## src/rtl/cmd_mode_parser.sv

```systemverilog
// In-band command parser: separates rate/channel control sessions from payload bytes.
// Rate codes are edited in a shadow copy and reach o_rate only on an explicit commit.
module cmd_mode_parser #(
   parameter int NUM_CH  = 4,
   parameter int CH_W    = 2,
   parameter int RATE_W  = 2,
   parameter int TIMEOUT = 1023
) (
   input  logic                     clk,
   input  logic                     reset,
   input  logic                     i_valid,
   input  logic [7:0]               i_data,
   output logic                     i_ready,
   output logic                     o_valid,
   output logic [7:0]               o_data,
   input  logic                     o_ready,
   output logic [NUM_CH*RATE_W-1:0] o_rate,
   output logic [CH_W-1:0]          o_ch_sel,
   output logic                     o_ctrl_active,
   output logic                     o_clean,
   output logic                     o_finish,
   output logic                     o_err
);

   localparam int             RW       = NUM_CH * RATE_W;
   localparam int             CNT_W    = (TIMEOUT > 0) ? $clog2(TIMEOUT + 1) : 1;
   localparam logic [3:0]     RATE_LIM = 4'(1 << RATE_W);
   localparam logic [3:0]     CH_LIM   = 4'(NUM_CH);
   localparam logic [CNT_W-1:0] TO_VAL = CNT_W'(TIMEOUT);

   typedef enum logic [1:0] {
      ST_IDLE  = 2'd0,
      ST_DATA  = 2'd1,
      ST_CTRL  = 2'd2,
      ST_CHSEL = 2'd3
   } state_t;

   state_t           state_q, state_d;
   logic [RW-1:0]    rate_q, rate_d;
   logic [RW-1:0]    shadow_q, shadow_d;
   logic [CH_W-1:0]  ch_sel_q, ch_sel_d;
   logic [CNT_W-1:0] cnt_q, cnt_d, cnt_inc;
   logic             valid_q, valid_d;
   logic [7:0]       data_q, data_d;
   logic             clean_q, clean_d;
   logic             finish_q, finish_d;
   logic             err_q, err_d;

   logic             accept;
   logic             is_digit;
   logic [3:0]       digit_v;
   logic [7:0]       byte_up;

   // Both directions are valid/ready: a byte moves on a cycle where valid && ready,
   // and a producer holds valid and data stable until that cycle.
   assign i_ready  = !reset && (state_q != ST_DATA);
   assign accept   = i_valid && i_ready;
   assign is_digit = (i_data >= 8'h30) && (i_data <= 8'h39);
   assign digit_v  = i_data[3:0];
   // Clearing bit 5 folds lower-case command letters onto upper case.
   assign byte_up  = i_data & 8'hDF;

   always_comb begin
      state_d  = state_q;
      rate_d   = rate_q;
      shadow_d = shadow_q;
      ch_sel_d = ch_sel_q;
      cnt_d    = cnt_q;
      valid_d  = valid_q;
      data_d   = data_q;
      clean_d  = 1'b0;
      finish_d = 1'b0;
      err_d    = 1'b0;
      cnt_inc  = cnt_q + CNT_W'(1);

      case (state_q)
         ST_IDLE: begin
            cnt_d = '0;
            if (accept) begin
               if (byte_up == 8'h4D) begin
                  state_d  = ST_CTRL;
                  shadow_d = rate_q;
                  ch_sel_d = '0;
               end else if (byte_up == 8'h43) begin
                  rate_d   = '0;
                  shadow_d = '0;
                  ch_sel_d = '0;
                  clean_d  = 1'b1;
               end else if (i_data != 8'h00 && byte_up != 8'h46) begin
                  data_d  = i_data;
                  valid_d = 1'b1;
                  state_d = ST_DATA;
               end
            end
         end

         ST_DATA: begin
            cnt_d = '0;
            if (valid_q && o_ready) begin
               valid_d = 1'b0;
               state_d = ST_IDLE;
            end
         end

         ST_CTRL, ST_CHSEL: begin
            if (accept) begin
               cnt_d = '0;
               if (state_q == ST_CHSEL) begin
                  state_d = ST_CTRL;
                  if (is_digit && digit_v < CH_LIM) begin
                     ch_sel_d = CH_W'(digit_v);
                  end else begin
                     err_d = 1'b1;
                  end
               end else if (is_digit) begin
                  if (digit_v < RATE_LIM) begin
                     for (int k = 0; k < NUM_CH; k++) begin
                        if (ch_sel_q == CH_W'(k)) begin
                           shadow_d[k*RATE_W +: RATE_W] = digit_v[RATE_W-1:0];
                        end
                     end
                  end else begin
                     err_d = 1'b1;
                  end
               end else if (byte_up == 8'h4B) begin
                  state_d = ST_CHSEL;
               end else if (byte_up == 8'h46) begin
                  rate_d   = shadow_q;
                  finish_d = 1'b1;
                  state_d  = ST_IDLE;
               end else if (byte_up == 8'h43) begin
                  state_d = ST_IDLE;
               end else if (byte_up == 8'h4D) begin
                  shadow_d = rate_q;
                  ch_sel_d = '0;
               end else if (i_data != 8'h00) begin
                  err_d = 1'b1;
               end
            end else if (TIMEOUT > 0) begin
               // An accepted byte on the expiry cycle takes the branch above instead.
               if (cnt_inc == TO_VAL) begin
                  err_d   = 1'b1;
                  state_d = ST_IDLE;
                  cnt_d   = '0;
               end else begin
                  cnt_d = cnt_inc;
               end
            end
         end

         default: state_d = ST_IDLE;
      endcase
   end

   always_ff @(posedge clk or posedge reset) begin
      if (reset) begin
         state_q  <= ST_IDLE;
         rate_q   <= '0;
         shadow_q <= '0;
         ch_sel_q <= '0;
         cnt_q    <= '0;
         valid_q  <= 1'b0;
         data_q   <= 8'h00;
         clean_q  <= 1'b0;
         finish_q <= 1'b0;
         err_q    <= 1'b0;
      end else begin
         state_q  <= state_d;
         rate_q   <= rate_d;
         shadow_q <= shadow_d;
         ch_sel_q <= ch_sel_d;
         cnt_q    <= cnt_d;
         valid_q  <= valid_d;
         data_q   <= data_d;
         clean_q  <= clean_d;
         finish_q <= finish_d;
         err_q    <= err_d;
      end
   end

   assign o_valid       = valid_q;
   assign o_data        = data_q;
   assign o_rate        = rate_q;
   assign o_ch_sel      = ch_sel_q;
   assign o_ctrl_active = (state_q == ST_CTRL) || (state_q == ST_CHSEL);
   assign o_clean       = clean_q;
   assign o_finish      = finish_q;
   assign o_err         = err_q;

endmodule
```

## config.mk

```make
export PLATFORM = sky130hd
export DESIGN_NAME = cmd_mode_parser
export DESIGN_NICKNAME = d
export VERILOG_FILES = /design/src/rtl/cmd_mode_parser.sv
export SDC_FILE = /design/constraint.sdc
export NUM_CORES = 1
export LEC_CHECK = 0
export CORE_ASPECT_RATIO = 0.8
export CORE_MARGIN = 4
export CORE_UTILIZATION = 55
export CTS_CLUSTER_SIZE = 12
export DETAILED_ROUTE_END_ITERATION = 10
export PLACE_DENSITY = 0.81
export SLEW_MARGIN = 30
export SYNTH_ARGS = -nofsm -noshare
export SYNTH_HDL_FRONTEND = slang
export SYNTH_SLANG_ARGS = --single-unit
```

## constraint.sdc

```tcl
create_clock -name clk -period 4.9 [get_ports clk]
set_input_delay 1.47 -clock clk [delete_from_list [all_inputs] [get_ports clk]]
set_output_delay 1.47 -clock clk [all_outputs]
set_load 0.02 [all_outputs]
```

* After elaboration in Yosys (flattened, before gate mapping)
Index checks and enable logic that the tools add are counted.
** Storage, ports and cells
- Bits of input ports :: 12
- Output and inout bits :: 24
- Flip-flop bits (word level) :: 42
- Logic and storage cells :: 167
** Cells by class
- Reduce and logical (&&, ||, !) cells :: 24
- Order comparisons :: 3
- Bitwise logic cells :: 2
- Multiplexer cells :: 79
- Equality and inequality tests :: 45
- Add/subtract/negate cells :: 1
** Operators by type and width (count)
- two-way mux 8 bit :: 18
- inequality test 3 bit, second input constant :: 19
- two-way mux 2 bit :: 26
- AND reduction 11 bit :: 4
- one-hot mux 8 bit (2 select lines) :: 2
- equality test 7 x 6 -> 1 bit, second input constant :: 4
- two-way mux 1 bit :: 27
- inequality test 2 bit, second input constant :: 11
- two-way mux 10 bit :: 2
- one-hot mux 10 bit (2 select lines) :: 1
- adder 10 x 1 -> 10 bit, second input constant :: 1
- equality test 10 bit, second input constant :: 1
- AND reduction 10 bit :: 1
- AND reduction 9 bit :: 1
- equality test 2 bit, second input constant :: 4
- greater-or-equal comparator 8 x 6 -> 1 bit, second input constant :: 1
- less-or-equal comparator 8 x 6 -> 1 bit, second input constant :: 1
- nonzero test 8 bit :: 1
- inequality test 7 x 6 -> 1 bit, second input constant :: 1
- AND reduction 7 bit :: 1
- logical AND 1 bit :: 6
- inequality test 6 bit, second input constant :: 1
- one-hot mux 2 bit (3 select lines) :: 1
- AND reduction 6 bit :: 1
- other kinds (13) :: 18

* Logic depth before layout (Yosys ltp)
Gate-level depths: netlist of the first run.
- Depth in word-level cells :: 10
- Gate-level depth with buffers :: 8
- Depth with buffers taken out :: 7

* Worst setup path after synthesis of the first run
OpenSTA, ideal clock, no wires.
- Kind :: input port to flip-flop
- Start :: input reset
- End :: register state_q[0]
- Library setup time :: 125 ps
- Stages :: 6
- Setup slack :: 1224 ps
- Data required time :: 4775 ps
- Arrival :: 3551 ps
- Path buffers :: 0
- Cell sequence :: inv_1 > nand2_1 > nor2_1 > o2111ai_1 > nand3b_2 > mux2_4
** Between the ends
- Cells in the longest elaborated chain, start to end :: 5
- Elaborated cells on any way between the ends :: 10
- Those cells by class :: 4 x eq/ne; 2 x mux; 4 x reduce/logical
** Ends and longest elaborated chain
- from (decl) :: line 10 : input logic reset,
- zero test 1 bit (no source line) *
- logical AND 1 bit * :: line 56 : assign i_ready = !reset && (state_q != ST_DATA);
- logical AND 1 bit * :: line 57 : assign accept = i_valid && i_ready;
- inequality test 6 bit (no source line), or another cell as far along
- AND reduction 7 bit (no source line) / one-hot mux 2 bit (3 select lines) (equally long branches)
- to (signal assigned) :: line 168 : state_q <= state_d;
- to (decl) :: line 38 : state_t state_q, state_d;
Mark *: on every way between the ends. The rest lies on a longest branch, timed or not.
A chain may end at the register's enable or synchronous reset.

* Worst setup path in the final report of the first run
- Start :: input reset
- End :: output i_ready
** Between the ends
- Cells in the longest elaborated chain, start to end :: 2
** Ends and longest elaborated chain
- zero test 1 bit (no source line)
- logical AND 1 bit :: line 56
- to (decl) :: line 13 : output logic i_ready,
Every way passes these cells.

==> metrics, run 1 <==
post-synthesis cell count=250; cell accounting for the most synthesized area=dfrtp_1; Largest delay share family, worst path=buffers and inverters; ratio of cells with drive above 1 in the final layout=13.2%; Clock Path Buffers=2; Mapped Area=2380 um2; initial core utilization=56.9%; setup repair bufs after CTS=0; Die ar.=5440 um2; first-pass GRT wire length=9070 um; Yosys top cell area share=44.2%; crit path DAT=2660 ps; IO buf count=35; gr usage total=21.9%; Ports=36; die width=81.5 um; CTS Buf Count=5; outcome=finished, final reports clean; Nets=295; Vias per Instance=5.99; Max H-tree Level=2; CP most frequent cell=clkdlybuf4s50_1; Synth Register Bits=42; Reg area=1050 um2; initial antenna violation count=0; syn avg cell area=9.51 um2; largest net degree at the start of global routing=43; Ant. Diodes=0; Worst-path clk slew=70 ps; root buf cell=clkbuf_8; Least-Margin Pin Slew=636 ps; WL final=5250 um; share of the clock period used by the worst path=84.3%; Synth area leaders=dfrtp_1 44%, mux2_2 7.1%, nand2_1 5.1%, o21ai_0 3.4%, nor2_1 3.0%; flop2flop setup slack=2440 ps; CTS Hold Bufs=0; VDD IR max=0.000287 V; crit end category=output pin; Final Hold Vio Count=0; number of global-route vias before repair=1849; Pre-Repair DR Iteration Count=5; CTS resizes=0; drt drc=0; setup violators final=0; clock latency at the later pin of the worst-skew pair=300 ps; crit path buf inv count=2; routed vias=2024; slew margin rel.=57.6%; GR Overflow Total=0; Area Growth Syn to Fin=18.5%; Setup WS post-layout=771 ps; Setup TNS=0 ps; Cell variety after synth=59; switching share of power=31.1%; crit path kind=primary input to output pin; pre-CTS setup slack=780 ps; gp weighted congestion=0.876; Filler Cell Count=330; syn nets=264; routed length per instance=15.5 um; asr flop ratio synth=100%; Net Switching=280 uW; Seq pwr share=47.5%; critical-path cell list=clkdlybuf4s50_1 > a21oi_1 > clkdlybuf4s50_1; CP max-delay cell=clkdlybuf4s50_1; Core Area=4180 um2; sequential area share after synthesis=44.2%; Post-synth EDFFs=0; Period minus WS final=4130 ps; Multi-input gate area=1210 um2; Clock Skew=6.19 ps; CP peak stage delay=620 ps; PD cells=320 nW/um2; Rows=21; Leak=0.00117 uW; CTS tree=built; Req. time, crit path=3430 ps; crit path max fanout=3; unrepaired setup endpoints after global routing=no; MaxCap Viol Count=0; fmax=242 MHz; Clk pwr share=23.8%; Main synth FF type=dfrtp_1; Hold/Removal Path Class=register to register; CP Launch Type=primary input; Final ANT Viol Nets=0; Die H=66.8 um; Int Power=620 uW; Combinational Power Share=28.7%; initial drt markers=248; count of final max-slew check failures=0; Pwr Total=900 uW; dpl hpwl=3720 um; Ys Warns=0; Clock Sinks=42
-- synth_stat cells, types with 2 or more instances --
cell type  instances
nor2b_1            3
nand3_2            2
mux2i_1            2
o21ai_0           16
and4bb_2           2
inv_1              8
buf_6              3
dfrtp_1           42
a22o_1             2
a32o_1             2
nor3_1             6
a31oi_1            2
nand2_1           32
a21o_1             3
o211a_1            2
nand3b_1           2
buf_2              2
o21ai_1            8
nand3_1            8
and3b_1            2
mux2_2            15
nand4_1            4
o2111ai_1          2
clkbuf_1           7
xor2_1             2
a21oi_1            9
o211ai_1           3
and3_1             4
ha_1               2
xnor2_1            5
nor2_1            19
nor3b_1            2
-- final timing paths --
check,from,to,cells past startpoint
worst max register to register,cnt_q[0],state_q[0],7
max in group asynchronous,reset,shadow_q[5],3
min in group asynchronous,reset,o_valid,3
worst min register to register,o_data[1],o_data[1],2
worst max-delay path,reset,i_ready,3
worst min-delay path,o_data[1],o_data[1],2
-- final cells by class --
cell class	count	area share [%]
repair buffers	38	13.2
multi-input cells	186	43.1
inverters	8	1.07
flip-flops and latches	42	37.3
well taps	57	2.53
clock buffers	7	2.71
-- per-stage QoR --
step                      util [%]  hold slack [ps]  area, um2  instances
after floorplan                  -              480       2380        250
after global placement        65.6              476       2740        331
after detailed placement      65.6              472       2740        331
after CTS                     67.4              489       2820        338
after global routing          67.4              538       2820        338
final                         67.4              488       2820        338
-- worst register-to-register path, cell delays in order (launching register included) --
cell and delay [ps]:
dfrtp_1 460, ha_1 330, nor2b_1 160, and4_1 200, o32a_1 350, a211o_2 450
nand3b_2 120, mux2_4 300
-- flip-flops by register name (all words and copies together) (netlist names) --
| name | flops |
|---|---|
| o_err | 1 |
| o_rate | 8 |
| o_finish | 1 |
| o_data | 8 |
| o_ch_sel | 2 |
| shadow_q | 8 |
| cnt_q | 10 |
| o_clean | 1 |
| state_q | 2 |
| o_valid | 1 |
-- cell families after synthesis --
family                     count (synthesis)  share of synthesized area (%)
DFF                                       42                           44.2
adders and majority gates                  2                           1.05
muxes                                     18                           8.58
and+or+nand+nor                           99                           21.9
xor gates and xnor gates                   7                           2.58
AOI/OAI and AO/OA                         60                           16.9
buffers and inverters                     22                           4.68
-- power groups by stage --
stage	clock network (uW)	logic (uW)	registers (uW)
2_1_floorplan	0	102	472
3_3_place_gp	0	257	433
4_1_cts	218	260	428
6_report	214	258	428
3_5_place_dp	0	259	433
5_1_grt	233	279	436
-- cells in the final DEF, fill, tap and decap left out, types with 2 or more instances in the layout --
cell	count
a22o_1	2
nor2b_1	3
nand3_2	2
and3_1	4
o211ai_1	3
clkbuf_1	2
o21ai_1	8
a31oi_1	2
mux2i_1	2
nand2_1	32
and3b_1	2
o2111ai_1	2
a21oi_1	9
nand3b_1	2
xnor2_1	5
nand3_1	8
xor2_1	2
mux2_2	15
a32o_1	2
clkdlybuf4s50_1	35
a21o_1	3
o211a_1	2
clkbuf_8	5
nand4_1	4
nor3_1	6
nor3b_1	2
inv_1	8
o21ai_0	16
buf_4	3
ha_1	2
and4bb_2	2
dfrtp_1	42
nor2_1	19
-- routing by layer --
layer  GRT usage [%]  up-vias  routed length, um
met5               0        -                  0
met4            8.02        0                 78
met3            4.86        7                352
met2            29.4       85               2150
met1            33.9      974               2670
li1                -      958                  -
No activity file was read; power rests on OpenSTA's default activity.
==> inputs of run 2 (changes only) <==
--- a/config.mk
+++ b/config.mk
@@ -7,10 +7,10 @@
 export LEC_CHECK = 0
 export CORE_ASPECT_RATIO = 0.8
 export CORE_MARGIN = 4
-export CORE_UTILIZATION = 55
+export CORE_UTILIZATION = 49
 export CTS_CLUSTER_SIZE = 12
 export DETAILED_ROUTE_END_ITERATION = 10
-export PLACE_DENSITY = 0.81
+export PLACE_DENSITY = 0.76
 export SLEW_MARGIN = 30
 export SYNTH_ARGS = -nofsm -noshare
 export SYNTH_HDL_FRONTEND = slang
==> constraint.sdc (replaced) <==
create_clock -name clk -period 3.5 [get_ports clk]
set_input_delay 1.05 -clock clk [delete_from_list [all_inputs] [get_ports clk]]
set_output_delay 1.05 -clock clk [all_outputs]
set_load 0.02 [all_outputs]
==> run 2 against run 1 <==
Non-clock buffer count is 3 higher. Clock power is 35% higher. Clock skew hardly changed. Flip-flop and latch count did not move. First-iteration DRC count fell by 30%. Global-route usage down 2.9 points. Highest routed layer unchanged. Via count shrank 1.7%. Wire length up 2.6%. Core utilization is 5.9 points lower.
==> metrics, run 2 (synthesis gave the netlist of run 1 again) <==
Die ar.=6040 um2 (+11%); busiest grt layer=met1; WHS Path Cells=2 (unchanged); share of the clock period used by the worst path=94.0%; initial core utilization=51.4% (-5.5 points); Reg area=1050 um2 (unchanged); met3 Usage GRT=4.48% (-0.38 points); R2R Path Start=cnt_q[0]; fmax=304 MHz; initial antenna violation count=0 (unchanged); routed vias=1989 (-1.7%); Setup TNS=0 ps (unchanged); outcome=finished, final reports clean; Pwr Total=1260 uW (+40%); setup violators final=0 (unchanged); Leak=0.00118 uW (+1.2%); Int Power=871 uW (+40%); Clock Sinks=42 (unchanged); root buf cell=clkbuf_8; crit path max fanout=3 (unchanged); met1 Track Usage GR=29.8% (-4.2 points); first-pass GRT wire length=9200 um (+1.4%); Vias per Instance=5.78 (-3.4%); Final Hold Vio Count=0 (unchanged); slew margin rel.=55.4% (-2.2 points); crit end category=output pin; Die H=70.3 um (+5.2%); Req. time, crit path=2450 ps (-980 ps); die width=85.9 um (+5.4%); Core Area=4620 um2 (+11%); worst r2r path cells=7 (unchanged); Worst-path clk slew=70 ps (about the same); CTS tree=built; routed length per instance=15.6 um (+0.77%); final instance area=2840 um2 (+0.93%); crit path DAT=2240 ps (-420 ps); gr usage total=19.1% (-2.9 points); GR Overflow Total=0 (unchanged); CTS Buf Count=5 (unchanged); largest net degree at the start of global routing=43 (unchanged); Net Switching=386 uW (+38%); Clock Path Buffers=2 (unchanged); Final ANT Viol Nets=0 (unchanged); pre-CTS setup slack=208 ps (-572 ps); Multi-input gate area=1210 um2 (unchanged); ratio of cells with drive above 1 in the final layout=14.1% (+0.92 points); routing usage on met2=25.9% (-3.5 points); PD cells=442 nW/um2 (+38%); Max H-tree Level=2 (unchanged); crit path from=reset; Most flops, register=cnt_q; Largest register FFs=10 (unchanged); Area Growth Syn to Fin=19.6%; Ports=36 (unchanged); commonest non-fill, non-tap cell in the layout=dfrtp_1; Clk pwr share=23.0% (-0.8 points); CTS Hold Bufs=0 (unchanged); Seq pwr share=47.7% (+0.2 points); Pre-Repair DR Iteration Count=4 (-1); Combinational Power Share=29.3% (+0.6 points); CTS resizes=0 (unchanged); switching share of power=30.7% (-0.37 points); commonest non-fill, non-tap cells in the layout=42 x dfrtp_1, 35 x clkdlybuf4s50_1, 32 x nand2_1; crit path kind=primary input to output pin; Ant. Diodes=0 (unchanged); clock latency at the later pin of the worst-skew pair=290 ps (about the same); number of global-route vias before repair=1834 (-0.81%); Rows=22 (+4.8%); initial drt markers=174 (-30%); Clock Skew=5.93 ps (-0.261 ps); Filler Cell Count=404 (+22%); dpl cell area=2770 um2 (+0.96%); MaxCap Viol Count=0 (unchanged); Nets=298 (+1.0%); WL final=5380 um (+2.6%); setup repair bufs after CTS=0 (unchanged); gp weighted congestion=0.903 (+3.0%); dpl hpwl=3850 um (+3.3%); Hold Crit Start=o_data[1]; Period minus WS final=3290 ps; Hold/Removal Path Class=register to register; IO buf count=35 (unchanged); count of final max-slew check failures=0 (unchanged); VDD IR max=0.000338 V (+17%); unrepaired setup endpoints after global routing=no; CP Launch Type=primary input; Least-Margin Pin Slew=669 ps (+32.8 ps); Setup WS post-layout=210 ps (-561 ps); drt drc=0 (unchanged)
==> run 2: power groups by stage <==
stage / sequential, uW / clock (uW) / combinational (uW)
after floorplan: 661 / 0 / 143
after global placement: 605 / 0 / 365
after detailed placement: 608 / 0 / 370
after CTS: 600 / 298 / 372
after global routing: 610 / 320 / 395
final: 600 / 289 / 368
==> run 2: layout make-up <==
| cell class | count | share of cell area, % |
|---|---|---|
| repair buffers | 41 | 13.9 |
| well taps | 60 | 2.64 |
| inverters | 8 | 1.06 |
| clock buffers | 7 | 2.68 |
| multi-input cells | 186 | 42.7 |
| flip-flops and latches | 42 | 37.0 |
==> run 2: worst max-delay path, stage by stage <==
cell and delay, ps:
clkdlybuf4s50_1 440, a21oi_1 130, clkdlybuf4s50_1 620
==> run 2: layer usage <==
layer / up-vias / part of all wire (%)
li1: 965 / -
met4: 0 / 0.85
met2: 65 / 43
met5: - / 0
met3: 5 / 6.4
met1: 954 / 50
==> run 2: final timing paths <==
path                               to  slack, ps
hold reg to reg             o_data[1]        510
max in group asynchronous    cnt_q[1]       1850
hold / removal              o_data[1]        510
min in group asynchronous  state_q[0]       1270
setup / recovery              i_ready        210
setup reg to reg           state_q[0]       1060
==> run 2: stage by stage <==
stage	util (%)	hold slack [ps]	cells
2_1_floorplan	-	480	250
3_3_place_gp	59.8	477	337
3_5_place_dp	59.8	493	337
4_1_cts	61.5	509	344
5_1_grt	61.5	522	344
6_report	61.5	507	344
==> inputs of run 3 (changes only) <==
--- a/config.mk
+++ b/config.mk
@@ -5,12 +5,14 @@
 export SDC_FILE = /design/constraint.sdc
 export NUM_CORES = 1
 export LEC_CHECK = 0
+export CELL_PAD_IN_SITES_DETAIL_PLACEMENT = 0
+export CELL_PAD_IN_SITES_GLOBAL_PLACEMENT = 1
 export CORE_ASPECT_RATIO = 0.8
 export CORE_MARGIN = 4
-export CORE_UTILIZATION = 49
+export CORE_UTILIZATION = 37
 export CTS_CLUSTER_SIZE = 12
 export DETAILED_ROUTE_END_ITERATION = 10
-export PLACE_DENSITY = 0.76
+export PLACE_DENSITY_LB_ADDON = 0.1
 export SLEW_MARGIN = 30
 export SYNTH_ARGS = -nofsm -noshare
 export SYNTH_HDL_FRONTEND = slang
==> run 3 against run 2 <==
Design area grew 2.9%. Via count shrank 2.7%. Global-route usage shrank 3.1 points. Largest cell class unchanged. Largest power group unchanged.
==> metrics, run 3 (synthesis gave the netlist of run 1 again) <==
Hold/Removal Path Class=register to register; R2R Path Start=cnt_q[0]; MaxCap Viol Count=0 (unchanged); GR Overflow Total=0 (unchanged); met3 WL=375 um (+9.0%); CTS Hold Bufs=0 (unchanged); Max H-tree Level=2 (unchanged); Vias per Instance=5.24 (-9.3%); share of the clock period used by the worst path=94.2% (+0.23 points); die width=97.6 um (+14%); root buf cell=clkbuf_8; setup violators final=0 (unchanged); Rows=25 (+14%); commonest non-fill, non-tap cells in the layout=42 x dfrtp_1, 35 x clkdlybuf4s50_1, 32 x nand2_1; CP peak stage delay=620 ps (about the same); commonest non-fill, non-tap cell in the layout=dfrtp_1; Reg-to-Reg End=state_q[0]; placed insts=361 (+7.1%); gp weighted congestion=0.817 (-9.5%); Leak=0.00121 uW (+2.6%); CP most frequent cell=clkdlybuf4s50_1; routed length on met1=3180 um (+18%); critical-path cell list=clkdlybuf4s50_1 > a21oi_1 > clkdlybuf4s50_1; Setup TNS=0 ps (unchanged); first-pass GRT wire length=9790 um (+6.4%); crit path buf inv count=2 (unchanged); initial drt markers=127 (-27%); crit path kind=primary input to output pin; Top Metal Used=met4; Clock Skew=8.69 ps (+2.77 ps); Filler Cell Count=612 (+51%); Most flops, register=cnt_q; Pwr Total=1340 uW (+6.6%); non-filler cells, final=369 (+7.3%); crit path max fanout=3 (unchanged); CTS resizes=0 (unchanged); initial core utilization=39.2% (-12 points); VDD IR max=0.000341 V (+1.1%); fmax=303 MHz (-0.25%); CTS Buf Count=5 (unchanged); Worst-path clk slew=80 ps (about the same); largest net degree at the start of global routing=43 (unchanged); outcome=finished, final reports clean; Ports=36 (unchanged); Final ANT Viol Nets=0 (unchanged); Min-Delay Endpoint=o_data[1]; routed vias=1935 (-2.7%); CP Launch Type=primary input; Final Hold Vio Count=0 (unchanged); crit path DAT=2250 ps (about the same); Final Util=48.2% (-13 points); Die ar.=7780 um2 (+29%); Die H=79.7 um (+13%); Core Area=6070 um2 (+31%); slew margin rel.=54.5% (-0.84 points); Nets=301 (+1.0%); drt drc=0 (unchanged); worst r2r path cells=7 (unchanged); metal2 WL=2180 um (-5.3%); dpl hpwl=4140 um (+7.7%); crit end category=output pin; unrepaired setup endpoints after global routing=no; WHS Path Cells=2 (unchanged); Ant. Diodes=0 (unchanged); clock latency at the later pin of the worst-skew pair=300 ps (about the same); PD cells=458 nW/um2 (+3.6%); Clock Sinks=42 (unchanged); routed length per instance=15.7 um (+0.26%); initial antenna violation count=0 (unchanged); IO buf count=35 (unchanged); setup repair bufs after CTS=0 (unchanged); Period minus WS final=3300 ps (+8.10 ps); Largest delay share family, worst path=buffers and inverters; CTS tree=built; flop2flop setup slack=1020 ps (-40 ps); Largest register FFs=10 (unchanged); Pre-Repair DR Iteration Count=4 (unchanged); Area Growth Syn to Fin=23.1%; Req. time, crit path=2450 ps (about the same); Least-Margin Pin Slew=682 ps (+12.6 ps); count of final max-slew check failures=0 (unchanged); CP max-delay cell=clkdlybuf4s50_1; ratio of cells with drive above 1 in the final layout=16.0% (+1.9 points); final hold slack=497 ps (-9.57 ps); gr usage total=16.0% (-3.1 points); WL final=5790 um (+7.5%); Clock Path Buffers=2 (unchanged); Hold Crit Start=o_data[1]; number of global-route vias before repair=1871 (+2.0%)
## run 3: cell types whose count changed in the layout (fill, tap and decap cells not counted), sizes merged
cell / change
buf: +3
clkbuf: +1
clkinv: +1
inv: -1
## run 3: how the worst max path moves through the flow
stage,start,to,slack (ps),cells after the start
floorplan,reset,state_q[0],240,6
global placement,reset,i_ready,220,3
detailed placement,reset,i_ready,210,3
CTS,reset,i_ready,200,3
global route,reset,i_ready,120,3
finish,reset,i_ready,200,3
## run 3: routing by layer
metal / track usage [%] / vias up
met5: 0 / -
met4: 4.15 / 0
met3: 4.89 / 4
met2: 19.8 / 50
met1: 25.9 / 911
li1: - / 970
## run 3: final cells by class
class                   count  area [um2]  area share (%)
multi-input cells         186        1210            41.5
flip-flops and latches     42        1050            35.9
repair buffers             44         418            14.3
clock buffers               8         110            3.76
well taps                  81         101            3.46
inverters                   8        30.0            1.03
## run 3: report_power, final
group	internal [uW]	leakage [uW]	switching, uW	total [uW]
registers	548	0.000556	51.1	599
logic	188	0.000599	184	373
clock network	199	0.0000575	169	368
total	935	0.00121	405	1340
## run 3: worst register-to-register path: stages, from the launching register on
cell and delay (ps):
dfrtp_1 460, ha_1 320, nor2b_1 160, and4_1 200
o32a_1 350, a211o_2 460, nand3b_2 120, mux2_4 290
## run 3: per-stage QoR
step | instance area, um2 | setup WS, ps
final | 2930 | 202
after global routing | 2930 | 124
after CTS | 2930 | 198
after detailed placement | 2820 | 205
after global placement | 2820 | 223
after floorplan | 2380 | 244
